File: config.mk
export PLATFORM = sky130hd
export DESIGN_NAME = mc_ctrl_fsm
export DESIGN_NICKNAME = d
export VERILOG_FILES = /design/src/rtl/mips_ctrl_pkg.sv /design/src/rtl/mc_ctrl_decode.sv /design/src/rtl/mc_ctrl_fsm.sv
export SDC_FILE = /design/constraint.sdc
export NUM_CORES = 1
export LEC_CHECK = 0
export ABC_AREA = 1
export CAP_MARGIN = 25
export CORE_AREA = 2 2 58 60
export DETAILED_ROUTE_END_ITERATION = 8
export DIE_AREA = 0 0 60 62
export GPL_ROUTABILITY_DRIVEN = 1
export PLACE_DENSITY = 0.83
export SYNTH_ARGS = -nofsm -noshare
export SYNTH_HDL_FRONTEND = slang
export SYNTH_SLANG_ARGS = --single-unit
File: constraint.sdc
create_clock -name clk -period 2.25 [get_ports clk]
set_clock_uncertainty 0.05 [all_clocks]
set_input_delay 0.225 -clock clk [delete_from_list [all_inputs] [get_ports clk]]
set_output_delay 0.225 -clock clk [all_outputs]
set_load 0.03 [all_outputs]
File: src/rtl/mips_ctrl_pkg.sv
// Shared encodings for the multi-cycle MIPS control unit: ALU ops, opcode/funct fields,
// datapath selects, FSM states, instruction classes and the per-state control word.
package mips_ctrl_pkg;

  localparam logic [2:0] ALUOP_ADD = 3'b000;
  localparam logic [2:0] ALUOP_OR  = 3'b001;
  localparam logic [2:0] ALUOP_SLT = 3'b010;
  localparam logic [2:0] ALUOP_SUB = 3'b011;
  localparam logic [2:0] ALUOP_LUI = 3'b100;

  localparam logic [5:0] OP_RTYPE = 6'h00;
  localparam logic [5:0] OP_J     = 6'h02;
  localparam logic [5:0] OP_BEQ   = 6'h04;
  localparam logic [5:0] OP_ADDI  = 6'h08;
  localparam logic [5:0] OP_ORI   = 6'h0D;
  localparam logic [5:0] OP_LUI   = 6'h0F;
  localparam logic [5:0] OP_LW    = 6'h23;
  localparam logic [5:0] OP_SW    = 6'h2B;

  localparam logic [5:0] FUNCT_ADDU = 6'h21;
  localparam logic [5:0] FUNCT_SUBU = 6'h23;
  localparam logic [5:0] FUNCT_SLT  = 6'h2A;

  localparam logic [1:0] SRCB_REG  = 2'd0;
  localparam logic [1:0] SRCB_IMM  = 2'd1;
  localparam logic [1:0] SRCB_FOUR = 2'd2;

  localparam logic [1:0] PCSRC_SEQ = 2'd0;
  localparam logic [1:0] PCSRC_BR  = 2'd1;
  localparam logic [1:0] PCSRC_JMP = 2'd2;

  typedef enum logic [9:0] {
    S_FETCH  = 10'b00_0000_0001,
    S_DECODE = 10'b00_0000_0010,
    S_EXE    = 10'b00_0000_0100,
    S_ALUWB  = 10'b00_0000_1000,
    S_MEMADR = 10'b00_0001_0000,
    S_MEMRD  = 10'b00_0010_0000,
    S_MEMWB  = 10'b00_0100_0000,
    S_MEMWR  = 10'b00_1000_0000,
    S_BRANCH = 10'b01_0000_0000,
    S_JUMP   = 10'b10_0000_0000
  } state_e;

  typedef enum logic [3:0] {
    CLS_NONE, CLS_RTYPE, CLS_ORI, CLS_LUI, CLS_ADDI, CLS_LW, CLS_SW, CLS_BEQ, CLS_J
  } cls_e;

  typedef struct packed {
    logic [2:0] aluop;
    logic [1:0] alu_srcb;
    logic       ext_op;
    logic       pc_we;
    logic [1:0] pc_src;
    logic       ir_we;
    logic       rf_we;
    logic       reg_dst;
    logic       mem2reg;
    logic       dm_we;
  } ctrl_t;

  // ALUWB repeats the EXE ALU controls so the oflow flag stays valid for the write decision.
  function automatic ctrl_t state_ctrl(state_e s, cls_e c, logic [2:0] alu, logic ext);
    ctrl_t o;
    o = '0;
    case (s)
      S_FETCH: begin
        o.ir_we    = 1'b1;
        o.pc_we    = 1'b1;
        o.pc_src   = PCSRC_SEQ;
        o.aluop    = ALUOP_ADD;
        o.alu_srcb = SRCB_FOUR;
      end
      S_EXE, S_ALUWB: begin
        o.aluop    = alu;
        o.alu_srcb = (c == CLS_RTYPE) ? SRCB_REG : SRCB_IMM;
        o.ext_op   = ext;
        if (s == S_ALUWB) begin
          o.rf_we   = 1'b1;
          o.reg_dst = (c == CLS_RTYPE);
        end
      end
      S_MEMADR: begin
        o.aluop    = ALUOP_ADD;
        o.alu_srcb = SRCB_IMM;
        o.ext_op   = 1'b1;
      end
      S_MEMWB: begin
        o.rf_we   = 1'b1;
        o.mem2reg = 1'b1;
      end
      S_MEMWR:  o.dm_we = 1'b1;
      S_BRANCH: begin
        o.aluop    = ALUOP_SUB;
        o.alu_srcb = SRCB_REG;
        o.pc_src   = PCSRC_BR;
      end
      S_JUMP: begin
        o.pc_we  = 1'b1;
        o.pc_src = PCSRC_JMP;
      end
      default: ;
    endcase
    return o;
  endfunction

endpackage

File: src/rtl/mc_ctrl_decode.sv
// Combinational instruction classifier: {op,funct} -> class, EXE-stage ALU op, extend mode.
module mc_ctrl_decode
  import mips_ctrl_pkg::*;
(
  input  logic [5:0] op_i,
  input  logic [5:0] funct_i,
  output cls_e       cls_o,
  output logic [2:0] aluop_o,
  output logic       ext_op_o,
  output logic       illegal_o
);

  // NOTE: every output gets a default first so no path through the case infers a latch.
  always_comb begin
    cls_o    = CLS_NONE;
    aluop_o  = ALUOP_ADD;
    ext_op_o = 1'b0;
    case (op_i)
      OP_RTYPE: begin
        case (funct_i)
          FUNCT_ADDU: begin cls_o = CLS_RTYPE; aluop_o = ALUOP_ADD; end
          FUNCT_SUBU: begin cls_o = CLS_RTYPE; aluop_o = ALUOP_SUB; end
          FUNCT_SLT:  begin cls_o = CLS_RTYPE; aluop_o = ALUOP_SLT; end
          default: ;
        endcase
      end
      OP_ORI:  begin cls_o = CLS_ORI;  aluop_o = ALUOP_OR;  end
      OP_LUI:  begin cls_o = CLS_LUI;  aluop_o = ALUOP_LUI; end
      OP_ADDI: begin cls_o = CLS_ADDI; aluop_o = ALUOP_ADD; ext_op_o = 1'b1; end
      OP_LW:   begin cls_o = CLS_LW;   aluop_o = ALUOP_ADD; ext_op_o = 1'b1; end
      OP_SW:   begin cls_o = CLS_SW;   aluop_o = ALUOP_ADD; ext_op_o = 1'b1; end
      OP_BEQ:  begin cls_o = CLS_BEQ;  aluop_o = ALUOP_SUB; end
      OP_J:    cls_o = CLS_J;
      default: ;
    endcase
    illegal_o = (cls_o == CLS_NONE);
  end

endmodule

File: src/rtl/mc_ctrl_fsm.sv
// Multi-cycle MIPS control FSM: one-hot state, registered Moore control word, with the
// ALU flags (zero, oflow) gating the branch PC write and the addi register write.
module mc_ctrl_fsm
  import mips_ctrl_pkg::*;
#(
  parameter logic [1:0] RESET_PC_SEL = 2'd0
) (
  input  logic       clk,
  input  logic       rst,
  input  logic [5:0] op,
  input  logic [5:0] funct,
  input  logic       zero,
  input  logic       oflow,
  output logic [2:0] aluop,
  output logic [1:0] alu_srcb,
  output logic       ext_op,
  output logic       pc_we,
  output logic [1:0] pc_src,
  output logic       ir_we,
  output logic       rf_we,
  output logic       reg_dst,
  output logic       mem2reg,
  output logic       dm_we,
  output logic       illegal
);

  state_e     state_q, state_d;
  cls_e       cls_q, cls_d, dec_cls;
  logic [2:0] alu_q, alu_d, dec_aluop;
  logic       ext_q, ext_d, dec_ext, dec_illegal;
  ctrl_t      ctrl_q;

  mc_ctrl_decode u_decode (
    .op_i      (op),
    .funct_i   (funct),
    .cls_o     (dec_cls),
    .aluop_o   (dec_aluop),
    .ext_op_o  (dec_ext),
    .illegal_o (dec_illegal)
  );

  always_comb begin
    state_d = S_FETCH;
    cls_d   = cls_q;
    alu_d   = alu_q;
    ext_d   = ext_q;
    case (state_q)
      S_FETCH: state_d = S_DECODE;
      S_DECODE: begin
        cls_d = dec_cls;
        alu_d = dec_aluop;
        ext_d = dec_ext;
        case (dec_cls)
          CLS_BEQ:        state_d = S_BRANCH;
          CLS_J:          state_d = S_JUMP;
          CLS_LW, CLS_SW: state_d = S_MEMADR;
          CLS_NONE:       state_d = S_FETCH;
          default:        state_d = S_EXE;
        endcase
      end
      S_EXE:    state_d = S_ALUWB;
      S_MEMADR: state_d = (cls_q == CLS_LW) ? S_MEMRD : S_MEMWR;
      S_MEMRD:  state_d = S_MEMWB;
      default:  state_d = S_FETCH;
    endcase
  end

  // NOTE: sequential state uses non-blocking assignments only, so every register samples
  // the pre-edge values regardless of statement order.
  always_ff @(posedge clk) begin
    if (rst) begin
      state_q <= S_FETCH;
      cls_q   <= CLS_NONE;
      alu_q   <= ALUOP_ADD;
      ext_q   <= 1'b0;
      ctrl_q  <= state_ctrl(S_FETCH, CLS_NONE, ALUOP_ADD, 1'b0);
    end else begin
      state_q <= state_d;
      cls_q   <= cls_d;
      alu_q   <= alu_d;
      ext_q   <= ext_d;
      ctrl_q  <= state_ctrl(state_d, cls_d, alu_d, ext_d);
    end
  end

  // While rst is high every enable is forced off, including writes already queued this cycle.
  assign aluop    = rst ? ALUOP_ADD    : ctrl_q.aluop;
  assign alu_srcb = rst ? SRCB_REG     : ctrl_q.alu_srcb;
  assign pc_src   = rst ? RESET_PC_SEL : ctrl_q.pc_src;
  assign ext_op   = !rst && ctrl_q.ext_op;
  assign ir_we    = !rst && ctrl_q.ir_we;
  assign reg_dst  = !rst && ctrl_q.reg_dst;
  assign mem2reg  = !rst && ctrl_q.mem2reg;
  assign dm_we    = !rst && ctrl_q.dm_we;
  assign pc_we    = !rst && (ctrl_q.pc_we || (state_q == S_BRANCH && zero));
  assign rf_we    = !rst && ctrl_q.rf_we &&
                    !(state_q == S_ALUWB && cls_q == CLS_ADDI && oflow);
  assign illegal  = !rst && (state_q == S_DECODE) && dec_illegal;

endmodule
=== Word-level counts from Yosys, hierarchy flattened ===
Cells that the tools add are included.

* Eq/ne operators: 32
* Muxes and demuxes: 24
* Bitwise logic cells: 2
* Reductions and logical operators: 24

{| class="wikitable"
|+ Operator list
! operator !! number
|-
| $pmux 10 s5 || 1
|-
| $pmux 10 s4 || 1
|-
| $pmux 4 s8 || 1
|-
| $eq 6x6->1 const B || 5
|-
| $eq 10x1->1 const B || 2
|-
| $eq 10x3->1 const B || 2
|-
| $eq 10x4->1 const B || 2
|-
| $eq 10x5->1 const B || 2
|-
| $eq 10x9->1 const B || 2
|-
| $eq 4x3->1 const B || 5
|-
| $pmux 5 s4 || 1
|-
| $eq 6x4->1 const B || 3
|-
| $logic_and 1x1->1 || 13
|-
| $pmux 3 s4 || 1
|-
| $eq 10x10->1 const B || 1
|-
| $eq 10x2->1 const B || 1
|-
| $eq 10x6->1 const B || 1
|-
| $eq 10x7->1 const B || 1
|-
| $eq 10x8->1 const B || 1
|-
| $reduce_or 3->1 || 3
|-
| $mux 1 || 8
|-
| $mux 8 || 1
|-
| $pmux 2 s2 || 2
|-
| $eq 6x2->1 const B || 1
|-
| other kinds (13) || 21
|}

* Register bits: 32
* Input port bits: 16
* Output and inout port bits: 15
* Word-level logic and storage cells: 96

=== Longest topological paths before layout ===
Gate-level depths: netlist (run 1).

* Depth in word-level cells: 12
* Gate-level depth with buffers: 12
* Depth with buffers taken out: 12

=== Modules after synthesis ===
A second synthesis (run 1) with hierarchy kept.

* Cell total of the unflattened synthesis: 256
* Area, all modules: 1684.1 µm²

{| class="wikitable"
|+ By module, submodules not included
! module !! instances !! cells an instance !! area each (µm²) !! seq. area each (µm²)
|-
| mc_ctrl_fsm || 1 || 199 || 1415.1 || 640.6
|-
| mc_ctrl_decode || 1 || 57 || 269.0 || 0.0
|}

=== Worst setup path after synthesis (run 1) ===
OpenSTA, ideal clock, no wires.

* Kind: register to output
* Start: reg state_q[3]
* End: out illegal
* Arrival time: 1.402 ns
* Data required time: 1.975 ns
* Setup slack: 0.573 ns
* Stages on the path, launching flop included: 6
* Buffers on the path: 0
* Path through: dfxtp_1 -> nor2_4 -> nand3_4 -> nor3_4 -> nand2_1 -> nor2_1

* Longest elaborated chain between the ends: 3

{| class="wikitable"
|+ RTL lines
! element !! line !! source
|-
| from (decl) || mc_ctrl_fsm.sv:27 || <nowiki>state_e state_q, state_d;</nowiki>
|-
| from (signal assigned) || mc_ctrl_fsm.sv:78 || <nowiki>state_q <= state_d;</nowiki>
|-
| $eq 10x2->1 || mc_ctrl_fsm.sv:98 || <nowiki>assign illegal = !rst && (state_q == S_DECODE) && dec_illegal;</nowiki>
|-
| $logic_and 1x1->1 (2 in series) || mc_ctrl_fsm.sv:98 ||
|-
| to (decl) || mc_ctrl_fsm.sv:24 || <nowiki>output logic illegal</nowiki>
|}

Every way passes these cells.

=== Worst setup path in the final report (run 1) ===
* Start: reg state_q[9]
* End: out illegal

Same word-level chain as after synthesis.

==> metrics.md, run 1 <==
| Metric | Value |
|---|---|
| Worst EP required | 1.98 ns |
| Initial antenna violation count | 0 |
| F_max | 471 MHz |
| Finish-stage setup viols | 0 |
| Worst-path cell chain | nor2_2 -> inv_2 -> nor3_4 -> nand2_1 -> nor2_1 -> buf_4 |
| H-tree depth | 2 |
| Critical Path AT | 1.85 ns |
| WS Path Type | reg2out |
| Worst Reg-to-Reg Cells | 10 |
| Reg2reg end | ctrl_q[7] |
| Pre-CTS setup slack | 0.105 ns |
| Maxcap violations | 0 |
| Worst Setup End Kind | primary output |
| Worst-path clk slew | 0.10 ns |
| CTS tree | built |
| Yosys top cell area share | 39.7% |
| Post-synth top cells | nor2_1, inv_1, nand2_1 |
| Cell area after layout | 2010 um2 |
| Hold Crit Depth | 4 |
| Core region area | 3180 um2 |
| IO buf count | 30 |
| Share of cells above drive strength 1 | 17.3% |
| Placed cell areas | 1930 um2 |
| Total power draw | 1230 uW |
| CTS Sinks | 32 |
| Syn nets | 252 |
| Cell Area, Synth | 1610 um2 |
| Setup slack after layout | 0.129 ns |
| Worst Tran Pin Value | 0.578 ns |
| Max IR drop VDD | 0.397 mV |
| Min-Delay Path Class | in2reg |
| Drt via density | 4.72 |
| Clock latency on the worst-skew pair | 0.34 ns |
| Asr flop ratio synth | 0% |
| Die Y | 62 um |
| Drt drc | 0 |
| Layout fillers | 305 |
| Footprint of the multi-input gates | 781 um2 |
| Syn. warnings | 0 |
| First-pass GRT wire length | 5580 um |
| DRT Wirelength | 3230 um |
| GRT Util Overall | 20.5% |
| Final max-slew violation count | 0 |
| Crit-path max FO | 6 |
| Final #Nets | 286 |
| Die Wd | 60 um |
| Bufs on Longest Clock Path | 2 |
| RSZ-0062 raised after global routing | false |
| Min-delay src | op[0] |
| Leak | 0.000922 uW |
| FF+latch area | 641 um2 |
| Syn avg cell area | 6.83 um2 |
| Antenna fix cells | 0 |
| WHS Endpoint | state_q[9] |
| CTS root buf | clkbuf_4 |
| Cell taking the most area after synthesis | dfxtp_1 |
| Setup TNS | 0 ns |
| WL/cell | 10.2 um |
| Top_reg_cell synth | dfxtp_1 |
| Total iterations of the first detailed-routing run | 4 |
| Initial Utilization | 50.7% |
| Final ANT Viol Nets | 0 |
| Crit Reg-Reg Startpoint | state_q[9] |
| Final worst-path cycle share | 94.3% |
| Io pins | 31 |
| Rel. slew slack | 61.1% |
| Status | finished, final reports clean |
| Total die area | 3720 um2 |
| Yosys reg bits | 32 |
| Hold Violations, Final | 0 |
| Slowest-stage cell, CP | nor3_4 |
| Largest net degree at the start of global routing | 33 |
| Ranking of synthesized cells by area | dfxtp_1, nor2_1, inv_1 |
| Cts hold-fix bufs | 0 |
| Vias | 1495 |
| Vias in the first global route | 1301 |
| Post-Place Cells | 309 |
| Syn-to-layout area delta | 24.7% |
| Unique masters post-synth | 26 |
| Inserted Clock Buffers | 5 |
| Register area share after synthesis | 39.7% |
| CP Launch Type | register |
| Worst path max stage delay | 0.34 ns |
| Cell count after synthesis | 236 |
| Minimum clock period | 2.12 ns |
| Most common cell in the netlist | nor2_1 |
| EDFF count, synth | 0 |
| Final Non-Filler Cells | 317 |
| 1st-iter DRT viols | 54 |
| Register-to-register path setup slack | 0.53 ns |
| PD cells | 610 nW/um2 |
| DP HPWL | 2490 um |
| Floorplan row count | 21 |
| GP Congestion | 0.812 |
| Congestion Overflow GR | 0 |
-- sequential cells by signal (all words and copies together) (netlist names) --
signal and flops:
alu_q 3, cls_q 4, ctrl_q 14, ext_q 1
state_q 10
-- worst max-delay path by stage --
stage / from / end / slack (ns) / cells past startpoint
floorplan: state_q[3] / illegal / 0.57 / 5
detailed placement: op[0] / illegal / 0.11 / 10
global placement: op[0] / illegal / 0.12 / 10
CTS: op[0] / illegal / 0.10 / 10
finish: state_q[9] / illegal / 0.13 / 6
global route: state_q[9] / illegal / 0.003 / 6
-- through the flow --
| stage | hold slack (ns) | utilization (%) |
|---|---|---|
| finish | 0.298 | 63.2 |
| global route | 0.324 | 63.2 |
| CTS | 0.427 | 63.1 |
| detailed placement | 0.409 | 60.6 |
| global placement | 0.409 | 60.6 |
| floorplan | 0.369 | - |
-- worst max-delay path, delay by kind of cell (launching register included) --
kind	cells	cell delay, ns
flops	1	0.33
simple gates	4	0.88
buf+inv	2	0.29
-- report_power, final --
| group | switching, uW | leakage (uW) | internal [uW] |
|---|---|---|---|
| logic | 120 | 0.000621 | 76.8 |
| registers | 11.5 | 0.000259 | 586 |
| clock network | 201 | 0.0000412 | 231 |
-- metal layers --
layer	up-vias	track usage (%)	routed length, um
met1	652	24.8	1360
met3	8	5.59	147
li1	798	-	-
met5	-	0	0
met4	0	9.84	76
met2	37	34.0	1640
-- layout by cell type, fill, tap and decap left out, drive strengths merged --
master	netlist	routed
nand4	8	8
clkinv	0	1
a21boi	1	1
clkinvlp	0	1
o21ai	5	5
nand2	47	47
nor3	11	11
a31oi	2	2
nor2	56	56
dlymetal6s2s	0	1
o311ai	1	1
nand3	14	14
clkbuf	4	5
nor3b	1	1
clkdlybuf4s50	0	14
bufinv	0	1
nor4	3	3
a21oi	4	4
buf	0	16
dfxtp	32	32
inv	47	47
-- layout make-up --
class                           count  area share [%]
Inverter                           47            8.90
Timing Repair Buffer               31            13.6
Multi-Input combinational cell    153            38.8
Tap cell                           46            2.86
Clock buffer                        5            1.87
Sequential cell                    32            31.9
Clock inverter                      3            2.12
-- repair_timing --
action                                  4_1_cts  5_1_grt
gates resized for setup                       0        2
setup buffers                                 0        0
endpoints found under the setup margin        0        1
-- logic make-up after synthesis --
group,count (synthesis),share of synthesized area [%]
DFF,32,39.7
and+or+nand+nor,140,43.7
AOI/OAI and AO/OA,13,4.58
buffers and inverters,51,12.0
Power figures use the tool's default switching activity.
==> run 2, diff against run 1 <==
--- a/config.mk
+++ b/config.mk
@@ -6,12 +6,13 @@
 export NUM_CORES = 1
 export LEC_CHECK = 0
 export ABC_AREA = 1
-export CAP_MARGIN = 25
-export CORE_AREA = 2 2 58 60
+export CAP_MARGIN = 0
+export CORE_AREA = 2 2 53 55
 export DETAILED_ROUTE_END_ITERATION = 8
-export DIE_AREA = 0 0 60 62
+export DIE_AREA = 0 0 55 57
+export DONT_BUFFER_PORTS = 1
 export GPL_ROUTABILITY_DRIVEN = 1
-export PLACE_DENSITY = 0.83
+export PLACE_DENSITY = 0.82
 export SYNTH_ARGS = -nofsm -noshare
 export SYNTH_HDL_FRONTEND = slang
 export SYNTH_SLANG_ARGS = --single-unit
==> run 2 against run 1 <==
  * Final cell count down 14%
  * Count of clock-buffer cells in the layout up 1
  * Sequential share of layout area up 5.0 points
==> metrics.md, run 2 (synthesis results as in run 1) <==
| Metric | Value |
|---|---|
| Status | finished, final reports clean |
| Floorplan row count | 19 (-9.5%) |
| Layout fillers | 253 (-17%) |
| Worst-path cell chain | nor2_4 -> nand3_4 -> nor3_4 -> nand2_1 -> nor2_1 -> buf_4 |
| Post-Place Cells | 265 (-14%) |
| CTS Sinks | 32 (unchanged) |
| Final #Nets | 258 (-9.8%) |
| GP Congestion | 0.907 (+12%) |
| H-tree depth | 2 (unchanged) |
| Max reg flops | 14 (unchanged) |
| Core region area | 2620 um2 (-18%) |
| Total iterations of the first detailed-routing run | 4 (unchanged) |
| Clock latency on the worst-skew pair | 0.34 ns (about the same) |
| Post-cts gate resize count | 0 (unchanged) |
| Worst Reg-to-Reg Cells | 8 (-2) |
| CTS root buf | clkbuf_4 |
| CP Launch Type | register |
| Crit path max-delay family | simple AND/OR/NAND/NOR gates |
| Final max-slew violation count | 0 (unchanged) |
| WS Path Type | reg2out |
| Inserted Clock Buffers | 5 (unchanged) |
| Syn-to-layout area delta | 7.76% |
| Worst path bufs/invs | 1 (-1) |
| Worst path max stage delay | 0.36 ns (+0.02 ns) |
| Slowest-stage cell, CP | dfxtp_1 |
| GRT Util Overall | 23.8% (+3.3 points) |
| F_max | 491 MHz (+4.2%) |
| Die Y | 57 um (-8.1%) |
| Crit-path max FO | 6 (unchanged) |
| Finish-stage setup viols | 0 (unchanged) |
| First-pass GRT wire length | 5200 um (-6.8%) |
| Commonest non-fill, non-tap cell in the layout | nor2_1 |
| CP endpoint | illegal |
| Most frequent cells in the layout | nor2_1, inv_1, nand2_1, dfxtp_1, nand3_1 |
| Max IR drop VDD | 0.573 mV (+44%) |
| Leak | 0.000784 uW (-15%) |
| Largest net degree at the start of global routing | 20 (-39%) |
| Crit Reg-Reg Startpoint | state_q[3] |
| Critical Path AT | 1.76 ns (-0.09 ns) |
| Bufs on Longest Clock Path | 2 (unchanged) |
| Worst Tran Pin Value | 0.750 ns (+0.172 ns) |
| Share of cells above drive strength 1 | 12.8% (-4.6 points) |
| Biggest register | ctrl_q |
| Congestion Overflow GR | 0 (unchanged) |
| Initial Utilization | 61.7% (+11 points) |
| Total die area | 3140 um2 (-16%) |
| Crit path launch | state_q[3] |
| Vias in the first global route | 1250 (-3.9%) |
| Drt via density | 5.10 (+8.1%) |
| WL/cell | 11.7 um (+15%) |
| Min-Delay Path Class | in2reg |
| Worst Setup End Kind | primary output |
| Final ANT Viol Nets | 0 (unchanged) |
| Vias | 1397 (-6.6%) |
| Maxcap violations | 0 (unchanged) |
| Setup slack after layout | 0.214 ns (+0.0851 ns) |
| DRT Wirelength | 3220 um (-0.31%) |
| Pre-CTS setup slack | 0.556 ns (+0.450 ns) |
| Die Wd | 55 um (-8.3%) |
| WP depth | 6 (unchanged) |
| DP HPWL | 2450 um (-1.7%) |
| 1st-iter DRT viols | 41 (-24%) |
| Register-to-register path setup slack | 0.55 ns (+0.02 ns) |
| Worst EP required | 1.98 ns (about the same) |
| Rel. slew slack | 49.8% (-11 points) |
| Largest registers | ctrl_q (14), state_q (10), cls_q (4) |
| IO buf count | 0 (-100%) |
| Setup TNS | 0 ns (unchanged) |
| Antenna fix cells | 0 (unchanged) |
| Minimum clock period | 2.04 ns (-0.0851 ns) |
| Final worst-path cycle share | 90.5% (-3.8 points) |
| Final Non-Filler Cells | 274 (-14%) |
| RSZ-0062 raised after global routing | false |
| CTS tree | built |
| Worst-path clk slew | 0.09 ns (about the same) |
| PD cells | 678 nW/um2 (+11%) |
| Reg2reg end | ctrl_q[9] |
| Hold Violations, Final | 0 (unchanged) |
| Drt drc | 0 (unchanged) |
| Io pins | 31 (unchanged) |
| Initial antenna violation count | 0 (unchanged) |
-- run 2: changes by cell type in the layout (fill, tap and decap cells not counted) --
| cell | before | now |
|---|---|---|
| clkbuf_1 | 0 | 1 |
| buf_4 | 16 | 2 |
| nor2_1 | 47 | 48 |
| dlygate4sd3_1 | 0 | 1 |
| nor2_2 | 6 | 5 |
| dlymetal6s2s_1 | 1 | 0 |
| clkinvlp_4 | 1 | 0 |
| clkdlybuf4s50_1 | 14 | 0 |
-- run 2: what timing repair did --
action / CTS / global route
endpoints found under the setup margin: 0 / 0
setup buffers: 0 / 0
hold buffers: 1 / 0
endpoints found under the hold margin: 24 / 0
-- run 2: power breakdown --
group | internal [uW] | total (uW) | switching (uW)
clock network | 233 | 427 | 194
logic | 46.3 | 154 | 108
registers | 586 | 597 | 11.7
-- run 2: worst min-delay path by stage --
stage / from / end / cells past startpoint
after floorplan: op[0] / state_q[9] / 3
after global placement: rst / ctrl_q[6] / 1
after detailed placement: rst / ctrl_q[6] / 1
after CTS: op[0] / state_q[9] / 3
after global routing: op[0] / state_q[9] / 3
final: op[0] / state_q[9] / 3
-- run 2: final cells by class --
type	instances	area (um2)	share of cell area, %
Clock buffer	6	41.3	2.38
Clock inverter	2	35.0	2.02
Inverter	47	179	10.3
Multi-Input combinational cell	153	778	44.8
Sequential cell	32	641	36.9
Tap cell	31	38.8	2.23
Timing Repair Buffer	3	25.0	1.44
-- run 2: tightest hold or removal path: cells and delay by family --
family | cells | cell delay, ns
buffers and inverters | 1 | 0.07
and+or+nand+nor | 2 | 0.10
-- run 2: metrics by stage --
step	area (um2)	power [uW]	hold slack, ns	util [%]
2_1_floorplan	1610	742	0.369	-
3_3_place_gp	1650	756	0.246	63.2
3_5_place_dp	1650	758	0.247	63.2
4_1_cts	1740	1190	0.0327	66.5
5_1_grt	1740	1230	0.0543	66.5
6_report	1740	1180	0.0365	66.5
-- run 2: metal layers --
layer / global-route usage (%) / part of all wire (%)
met1: 27.7 / 43
met2: 38.4 / 48
met3: 5.50 / 5.3
met4: 14.6 / 2.9
met5: 0 / 0
